==> src/rtl/ir_pkg.sv <==
// ir_pkg: MIPS32 instruction field layout and widths
// shared by the instruction queue and decode logic.
package ir_pkg;

  localparam int INST_W = 32;
  localparam int EXT_W  = 32;

  localparam int OP_HI = 31;
  localparam int OP_LO = 26;
  localparam int RS_HI = 25;
  localparam int RS_LO = 21;
  localparam int RT_HI = 20;
  localparam int RT_LO = 16;
  localparam int RD_HI = 15;
  localparam int RD_LO = 11;
  localparam int SH_HI = 10;
  localparam int SH_LO = 6;
  localparam int FN_HI = 5;
  localparam int FN_LO = 0;
  localparam int IM_HI = 15;
  localparam int IM_LO = 0;
  localparam int AD_HI = 25;
  localparam int AD_LO = 0;

  localparam int OP_W   = OP_HI - OP_LO + 1;
  localparam int REG_W  = RS_HI - RS_LO + 1;
  localparam int SH_W   = SH_HI - SH_LO + 1;
  localparam int FN_W   = FN_HI - FN_LO + 1;
  localparam int IMM_W  = IM_HI - IM_LO + 1;
  localparam int ADDR_W = AD_HI - AD_LO + 1;

  function automatic logic [EXT_W-1:0] sext_imm(
    input logic [IMM_W-1:0] v
  );
    return {{(EXT_W-IMM_W){v[IMM_W-1]}}, v};
  endfunction

  function automatic logic [EXT_W-1:0] zext_imm(
    input logic [IMM_W-1:0] v
  );
    return {{(EXT_W-IMM_W){1'b0}}, v};
  endfunction

endpackage

==> src/rtl/ir_field_decode.sv <==
// ir_field_decode: splits a MIPS32 word into fields and extended
// immediates; every output is 0 while valid is low.
module ir_field_decode
  import ir_pkg::*;
(
  input  logic [INST_W-1:0] word,
  input  logic              valid,
  output logic [OP_W-1:0]   op_code,
  output logic [REG_W-1:0]  rs,
  output logic [REG_W-1:0]  rt,
  output logic [REG_W-1:0]  rd,
  output logic [SH_W-1:0]   shamt,
  output logic [FN_W-1:0]   func,
  output logic [IMM_W-1:0]  imm16,
  output logic [EXT_W-1:0]  imm32_s,
  output logic [EXT_W-1:0]  imm32_z,
  output logic [ADDR_W-1:0] addr26
);

  // Masking the word once zeroes every derived field together.
  logic [INST_W-1:0] w;

  assign w = valid ? word : '0;

  assign op_code = w[OP_HI:OP_LO];
  assign rs      = w[RS_HI:RS_LO];
  assign rt      = w[RT_HI:RT_LO];
  assign rd      = w[RD_HI:RD_LO];
  assign shamt   = w[SH_HI:SH_LO];
  assign func    = w[FN_HI:FN_LO];
  assign imm16   = w[IM_HI:IM_LO];
  assign addr26  = w[AD_HI:AD_LO];
  assign imm32_s = sext_imm(imm16);
  assign imm32_z = zext_imm(imm16);

endmodule

==> src/rtl/ir_queue.sv <==
// ir_queue: DEPTH-entry instruction/PC queue with valid/ready
// handshake, flush, and a pre-decoded head entry.
module ir_queue
  import ir_pkg::*;
#(
  parameter int DEPTH = 4,
  parameter int PC_W  = 32
) (
  input  logic                       clk,
  input  logic                       rst,
  input  logic                       In_Valid,
  output logic                       In_Ready,
  input  logic [INST_W-1:0]          Data,
  input  logic [PC_W-1:0]            PC_In,
  input  logic                       Flush,
  output logic                       Out_Valid,
  input  logic                       Out_Ready,
  output logic [OP_W-1:0]            OP_Code,
  output logic [REG_W-1:0]           Rs,
  output logic [REG_W-1:0]           Rt,
  output logic [REG_W-1:0]           Rd,
  output logic [SH_W-1:0]            Shamt,
  output logic [FN_W-1:0]            Func,
  output logic [IMM_W-1:0]           Imm16,
  output logic [EXT_W-1:0]           Imm32_S,
  output logic [EXT_W-1:0]           Imm32_Z,
  output logic [ADDR_W-1:0]          Addr26,
  output logic [PC_W-1:0]            PC_Out,
  output logic [$clog2(DEPTH+1)-1:0] Count
);

  localparam int PW = $clog2(DEPTH);
  localparam int CW = $clog2(DEPTH+1);
  localparam logic [CW-1:0] FULL = CW'(DEPTH);

  logic [INST_W-1:0] mem_w  [DEPTH];
  logic [PC_W-1:0]   mem_pc [DEPTH];

  logic [PW-1:0] wptr;
  logic [PW-1:0] rptr;
  logic [CW-1:0] cnt;
  logic          push;
  logic          pop;

  // Ready/valid come only from cnt: no path from In_Valid/Out_Ready.
  assign In_Ready  = (cnt != FULL);
  assign Out_Valid = (cnt != '0);
  assign Count     = cnt;

  assign push = In_Valid & In_Ready;
  assign pop  = Out_Valid & Out_Ready;

  always_ff @(posedge clk or posedge rst) begin
    if (rst) begin
      wptr <= '0;
      rptr <= '0;
      cnt  <= '0;
    end else if (Flush) begin
      wptr <= '0;
      rptr <= '0;
      cnt  <= '0;
    end else begin
      if (push) begin
        wptr <= wptr + PW'(1);
      end
      if (pop) begin
        rptr <= rptr + PW'(1);
      end
      if (push && !pop) begin
        cnt <= cnt + CW'(1);
      end else if (pop && !push) begin
        cnt <= cnt - CW'(1);
      end
    end
  end

  // Storage is not reset; only slots below cnt are ever observed.
  always_ff @(posedge clk) begin
    if (push && !Flush) begin
      mem_w[wptr]  <= Data;
      mem_pc[wptr] <= PC_In;
    end
  end

  assign PC_Out = Out_Valid ? mem_pc[rptr] : '0;

  ir_field_decode u_dec (
    .word    (mem_w[rptr]),
    .valid   (Out_Valid),
    .op_code (OP_Code),
    .rs      (Rs),
    .rt      (Rt),
    .rd      (Rd),
    .shamt   (Shamt),
    .func    (Func),
    .imm16   (Imm16),
    .imm32_s (Imm32_S),
    .imm32_z (Imm32_Z),
    .addr26  (Addr26)
  );

endmodule

==> config.mk <==
export PLATFORM = sky130hd
export DESIGN_NAME = ir_queue
export DESIGN_NICKNAME = d
export VERILOG_FILES = /design/src/rtl/ir_pkg.sv /design/src/rtl/ir_field_decode.sv /design/src/rtl/ir_queue.sv
export SDC_FILE = /design/constraint.sdc
export NUM_CORES = 1
export LEC_CHECK = 0
export CAP_MARGIN = 20
export CORE_MARGIN = 2
export CORE_UTILIZATION = 46
export DETAILED_ROUTE_END_ITERATION = 16
export GPL_TIMING_DRIVEN = 0
export PLACE_DENSITY = 0.89
export SLEW_MARGIN = 0
export SYNTH_ARGS = -nofsm -noshare
export SYNTH_HDL_FRONTEND = slang
export SYNTH_SLANG_ARGS = --single-unit
==> constraint.sdc <==
create_clock -name clk -period 2.9 [get_ports clk]
set_input_delay 0.29 -clock clk [delete_from_list [all_inputs] [get_ports clk]]
set_output_delay 0.29 -clock clk [all_outputs]
set_load 0.01 [all_outputs]
== Word-level counts from Yosys, hierarchy flattened ==
Memory sizes are Yosys's and may differ from the RTL's.
Index checks and enable logic that the tools add are counted.
Storage, ports and cells
  bits in registers: 7
  memory bits (writable): 256
  memories kept: 2
  input bits: 69
  output and inout bits: 175
Memories
  mem_pc: words 4, bits a word 32, read ports 1, clocked after memory_dff 0, wr ports 1, RTL line ir_queue.sv:37  | logic [PC_W-1:0] mem_pc [DEPTH];
  mem_w: words 4, bits a word 32, read ports 1, clocked after memory_dff 0, wr ports 1, RTL line ir_queue.sv:36  | logic [INST_W-1:0] mem_w [DEPTH];
Cells by class
  muxes and demuxes: 11
  reductions and logical operators: 10
  eq/ne operators: 1
  $add $sub $neg: 4
  bitwise gates (word level): 2
Operators by type and width (count)
  two-way mux 32 bit: 2
  two-way mux 3 bit: 3
  two-way mux 2 bit: 4
  nonzero test 3 bit: 2
  adder 2 x 1 -> 2 bit (second input constant): 2
  nonzero test 2 bit: 2
  adder 3 x 1 -> 3 bit (second input constant): 1
  logical AND 1 bit: 3
  zero test 1 bit: 3
  != test 3 bit (second input constant): 1
  subtractor 3 x 1 -> 3 bit (second input constant): 1
  bitwise AND 1 bit: 2
  two-way mux 1 bit: 2

== Logic depth before layout (Yosys ltp) ==
Gate-level depths: netlist of run 1.
  depth in word-level cells: 7
  mapped depth: 8

== By module ==
Synthesis of run 1 repeated with hierarchy kept, for this count alone.
Unflattened totals
  cell total of the unflattened synthesis: 577
  area, all modules: 11071.9 um^2
Modules (own cells, without submodules)
  ir_queue: cells each 435, instances 1, area an instance 10017.1 um^2
  ir_field_decode: cells each 142, instances 1, area an instance 1054.8 um^2

== Worst setup path after synthesis of run 1 ==
OpenSTA, ideal clock, no wires.
  path type: flip-flop to flip-flop
  from: register cnt[2] (netlist: Count[2])
  to: memory mem_pc[2][0], enable pin
  cell stages (with the launch flop): 4
  data required time: 2.471 ns
  arrival time: 2.414 ns
  buffers on the path: 0
  library setup time: 0.429 ns
  path slack: 0.057 ns
  period minus slack after synthesis: 2.843 ns
  cell sequence: dfrtp_1 > nor3b_1 > nor3_1 > and2_1
Between the ends
  cells in the longest elaborated chain, start to end: 5
RTL lines
  start: declaration: RTL line ir_queue.sv:41  | logic [CW-1:0] cnt;
  start signal: assignment: RTL line ir_queue.sv:70  | cnt <= cnt + CW'(1);
  start signal: assignment: RTL line ir_queue.sv:72  | cnt <= cnt - CW'(1);
  != test 3 bit: RTL line ir_queue.sv:46  | assign In_Ready = (cnt != FULL);
  bitwise AND 1 bit: RTL line ir_queue.sv:50  | assign push = In_Valid & In_Ready;
  logical AND 1 bit: RTL line ir_queue.sv:79  | if (push && !Flush) begin
  two-way mux 1 bit: RTL line ir_queue.sv:79
  two-way mux 1 bit (implied by the code): RTL line ir_queue.sv:81  | mem_pc[wptr] <= PC_In;
  end: declaration: RTL line ir_queue.sv:37
Every way passes these cells.

== Worst setup path after layout of run 1 ==
  from: register cnt[0] (netlist: Count[0])
  to: output port Addr26[21]
Between the ends
  cells in the longest elaborated chain, start to end: 2
RTL lines
  nonzero test 3 bit: RTL line ir_queue.sv:47  | assign Out_Valid = (cnt != '0);
  two-way mux 32 bit: RTL line ir_field_decode.sv:23  | assign w = valid ? word : '0;
  end: declaration: RTL line ir_queue.sv:27  | output logic [ADDR_W-1:0] Addr26,
Every way passes these cells.

==> results by group, run 1 <==
Detailed routing
  – Vias: 5905
  – Number of DRC markers in iteration 0: 324
  – Routed WL: 23500 µm
  – DR pass1 iterations: 4
  – Post-route ant nets: 0
  – DR DRC count: 0
  – Drt wl/cell: 19.6 µm
  – Via/cell ratio: 4.92

GRT
  – Gr ovfl total: 0
  – First-pass GRT wire length: 35800 µm
  – Initial antenna violation count: 0
  – Tot GR Track Use: 18.3%
  – Largest net degree at the start of global routing: 47
  – Vias in the first global route: 6294

Synthesis
  – Synth Register Bits: 263
  – Area of the mapped netlist: 0.0110 mm²
  – Synth area leader: edfxtp_1
  – Seq/Total Area, Yosys: 71.4%
  – Largest cells by area after synthesis: edfxtp_1, mux4_2, buf_4
  – Syn Inst Count: 576
  – Most used DFF post-synth: edfxtp_1
  – Post-synth cell types: 36
  – Number of flops mapped to enable cells by yosys: 256
  – Ys async rst share: 2.66%
  – Syn_area_per_cell: 19.1 µm²
  – Yosys top cell area share: 69.8%
  – YS warnings: 0

Timing
  – RSZ-0062 raised after global routing: yes
  – Slew at the pin with the worst max-slew slack: 0.520 ns
  – Period minus WS final: 2.84 ns
  – Max-Slew Margin vs Limit: 65.3%
  – Final hold violations: 0
  – WHS: 0.106 ns
  – Fmax: 352 MHz
  – Max Transition Viols Final: 0
  – Setup Skew: 0.0191 ns
  – Post-Route Setup TNS: 0 ns
  – Final period util: 97.9%
  – Setup Viol. Count Final: 0

Pwr
  – Power per cell area: 976 mW/mm²
  – Leakage: 6.17 nW
  – Switching Share: 28.7%
  – Peak supply drop: 0.605 mV
  – Int Pwr: 10.4 mW
  – Comb pwr share: 45.1%
  – Reg power frac: 30.5%
  – Psw: 4.19 mW
  – Clock power frac: 24.4%

Finish
  – Commonest non-fill, non-tap cell in the layout: edfxtp_1
  – FILL cells: 1639
  – Area delta synth->final: 35.9%
  – Share of post-route cells with drive strength above 1: 32.9%
  – Most frequent cells in the layout: edfxtp_1, buf_4, clkdlybuf4s50_1
  – Layout Nets: 934
  – Antenna Cells: 0
  – Design Area, Final: 0.0150 mm²

Placement
  – Area post-placement: 0.0138 mm²
  – RD Place Congestion: 0.739
  – Count of input and output buffers: 224
  – DP HPWL: 15300 µm

Floorplanning
  – Core area: 0.0235 mm²
  – Starting Density: 46.9%
  – Die width: 159 µm
  – Top-Level Pins: 244
  – Die footprint: 0.0252 mm²
  – DIE HEIGHT: 159 µm
  – Rows: 56

Clock network
  – # H-tree levels: 1
  – Clk buf depth: 3
  – Root Driver: clkbuf_16
  – Sink Count: 263
  – Clock transition at the registers of the reported paths: 0.06 ns
  – CTS buffer count: 27
  – CTS tree: done
  – Clk Latency, worst-skew pair: 0.53 ns

Status
  – Status: finished, final reports clean

Critical path
  – Worst Path Arrival: 2.55 ns
  – Kind of critical path: flop to output port
  – CP Capture Type: output port
  – Worst EP required: 2.61 ns
  – Worst-path fanout max: 10
  – Worst Setup Start Kind: flop

Flow run
  – Maxcap violations: 0

Min path
  – HP Class: input pin to flop
state kept, by name (all words and copies together), names as in the netlist:
register  count
Count         3
mem_pc      128
mem_w       128
rptr          2
wptr          2
cell usage after synthesis (2+ instances only):
cell type	number
dfrtp_1	7
xor2_1	2
inv_1	9
edfxtp_1	256
o31ai_1	2
o21ai_0	3
nor2_1	7
buf_2	10
clkbuf_1	8
and2_1	68
nand3_1	2
buf_4	106
a21oi_1	2
ha_1	4
buf_6	6
mux4_2	64
layer usage:
layer | GRT usage (%) | vias to the layer above | share of wire [%]
met5 | 0 | - | 0
met4 | 4.88 | 0 | 2.3
met3 | 3.81 | 38 | 6.3
met2 | 32.5 | 219 | 52
met1 | 23.0 | 2978 | 40
li1 | - | 2670 | -
power groups by stage:
stage	Clock [mW]	Combinational, mW	Sequential [mW]
5_1_grt	3.79	7.01	4.47
4_1_cts	3.63	6.76	4.45
3_5_place_dp	0	6.73	4.53
3_3_place_gp	0	6.56	4.54
2_1_floorplan	0	3.48	4.53
6_report	3.57	6.59	4.45
per-stage QoR:
| stage | std cells | total power [mW] | setup WS (ns) | util, % |
|---|---|---|---|---|
| finish | 1200 | 14.6 | 0.0617 | 63.8 |
| global route | 1200 | 15.3 | -0.0442 | 63.8 |
| CTS | 1198 | 14.8 | 0.00106 | 63.1 |
| detailed placement | 1138 | 11.3 | 0.00735 | 58.9 |
| global placement | 1134 | 11.1 | -1.15 | 58.4 |
| floorplan | 591 | 8.01 | 0.0573 | - |
path summary, 6_finish.rpt:
| kind | start | endpoint | slack, ns | cells past startpoint |
|---|---|---|---|---|
| max reg2reg | Count[0]$_DFFE_PP0P_ | Count[2]$_DFFE_PP0P_ | 0.48 | 8 |
| max | Count[0]$_DFFE_PP0P_ | Addr26[21] | 0.06 | 6 |
| min in group asynchronous | rst | rptr[0]$_DFFE_PP0P_ | 0.58 | 3 |
| max in group asynchronous | rst | rptr[1]$_DFFE_PP0P_ | 2.09 | 3 |
| min reg2reg | wptr[1]$_DFFE_PP0P_ | wptr[1]$_DFFE_PP0P_ | 0.63 | 2 |
| min | In_Valid | wptr[1]$_DFFE_PP0P_ | 0.11 | 3 |
critical path, cell delays in order (launching register included):
cell	delay (ns)
dfrtp_1	0.38
buf_2	0.18
or3_4	0.43
clkbuf_16	0.18
clkbuf_4	0.19
and2_1	0.17
clkdlybuf4s50_1	0.49
cells by family (layout without fill, tap and decap cells):
logic type	after synthesis	after routing	share of synthesized area [%]
XOR/XNOR	2	2	0.159
AND/OR/NAND/NOR	82	82	4.50
buffers and inverters	141	431	8.95
AO/OA/AOI/OAI	16	16	1.05
multiplexers	66	66	13.3
other	1	16	0.0341
adder cells (fa/ha/maj)	5	5	0.636
flip-flops	263	263	71.4
what timing repair did:
item | CTS | global route
pin swaps | 1 | 0
gates cloned | 1 | 0
buffers inserted | 8 | 2
endpoints found under the hold margin | 7 | 0
gates resized for setup | 112 | 56
endpoints found under the setup margin | 146 | 69
hold buffers | 1 | 0
area by class of cell:
| type | instances | area, µm² | share of cell area [%] |
|---|---|---|---|
| Multi-Input combinational cell | 187 | 2260 | 15.1 |
| Sequential cell | 263 | 7860 | 52.5 |
| Inverter | 9 | 33.8 | 0.226 |
| Buffer | 132 | 1050 | 7.03 |
| Clock buffer | 33 | 708 | 4.73 |
| Tap cell | 319 | 399 | 2.67 |
| Timing Repair Buffer | 240 | 2440 | 16.3 |
| Clock inverter | 17 | 214 | 1.43 |
Power figures use the tool's default switching activity.
==> inputs of run 2 (changes only) <==
--- a/config.mk
+++ b/config.mk
@@ -8,6 +8,7 @@
 export CAP_MARGIN = 20
 export CORE_MARGIN = 2
 export CORE_UTILIZATION = 46
+export CTS_CLUSTER_DIAMETER = 100
 export DETAILED_ROUTE_END_ITERATION = 16
 export GPL_TIMING_DRIVEN = 0
 export PLACE_DENSITY = 0.89
==> results of run 2 <==
No change in the layout: final DEF, timing and power equal those of run 1.
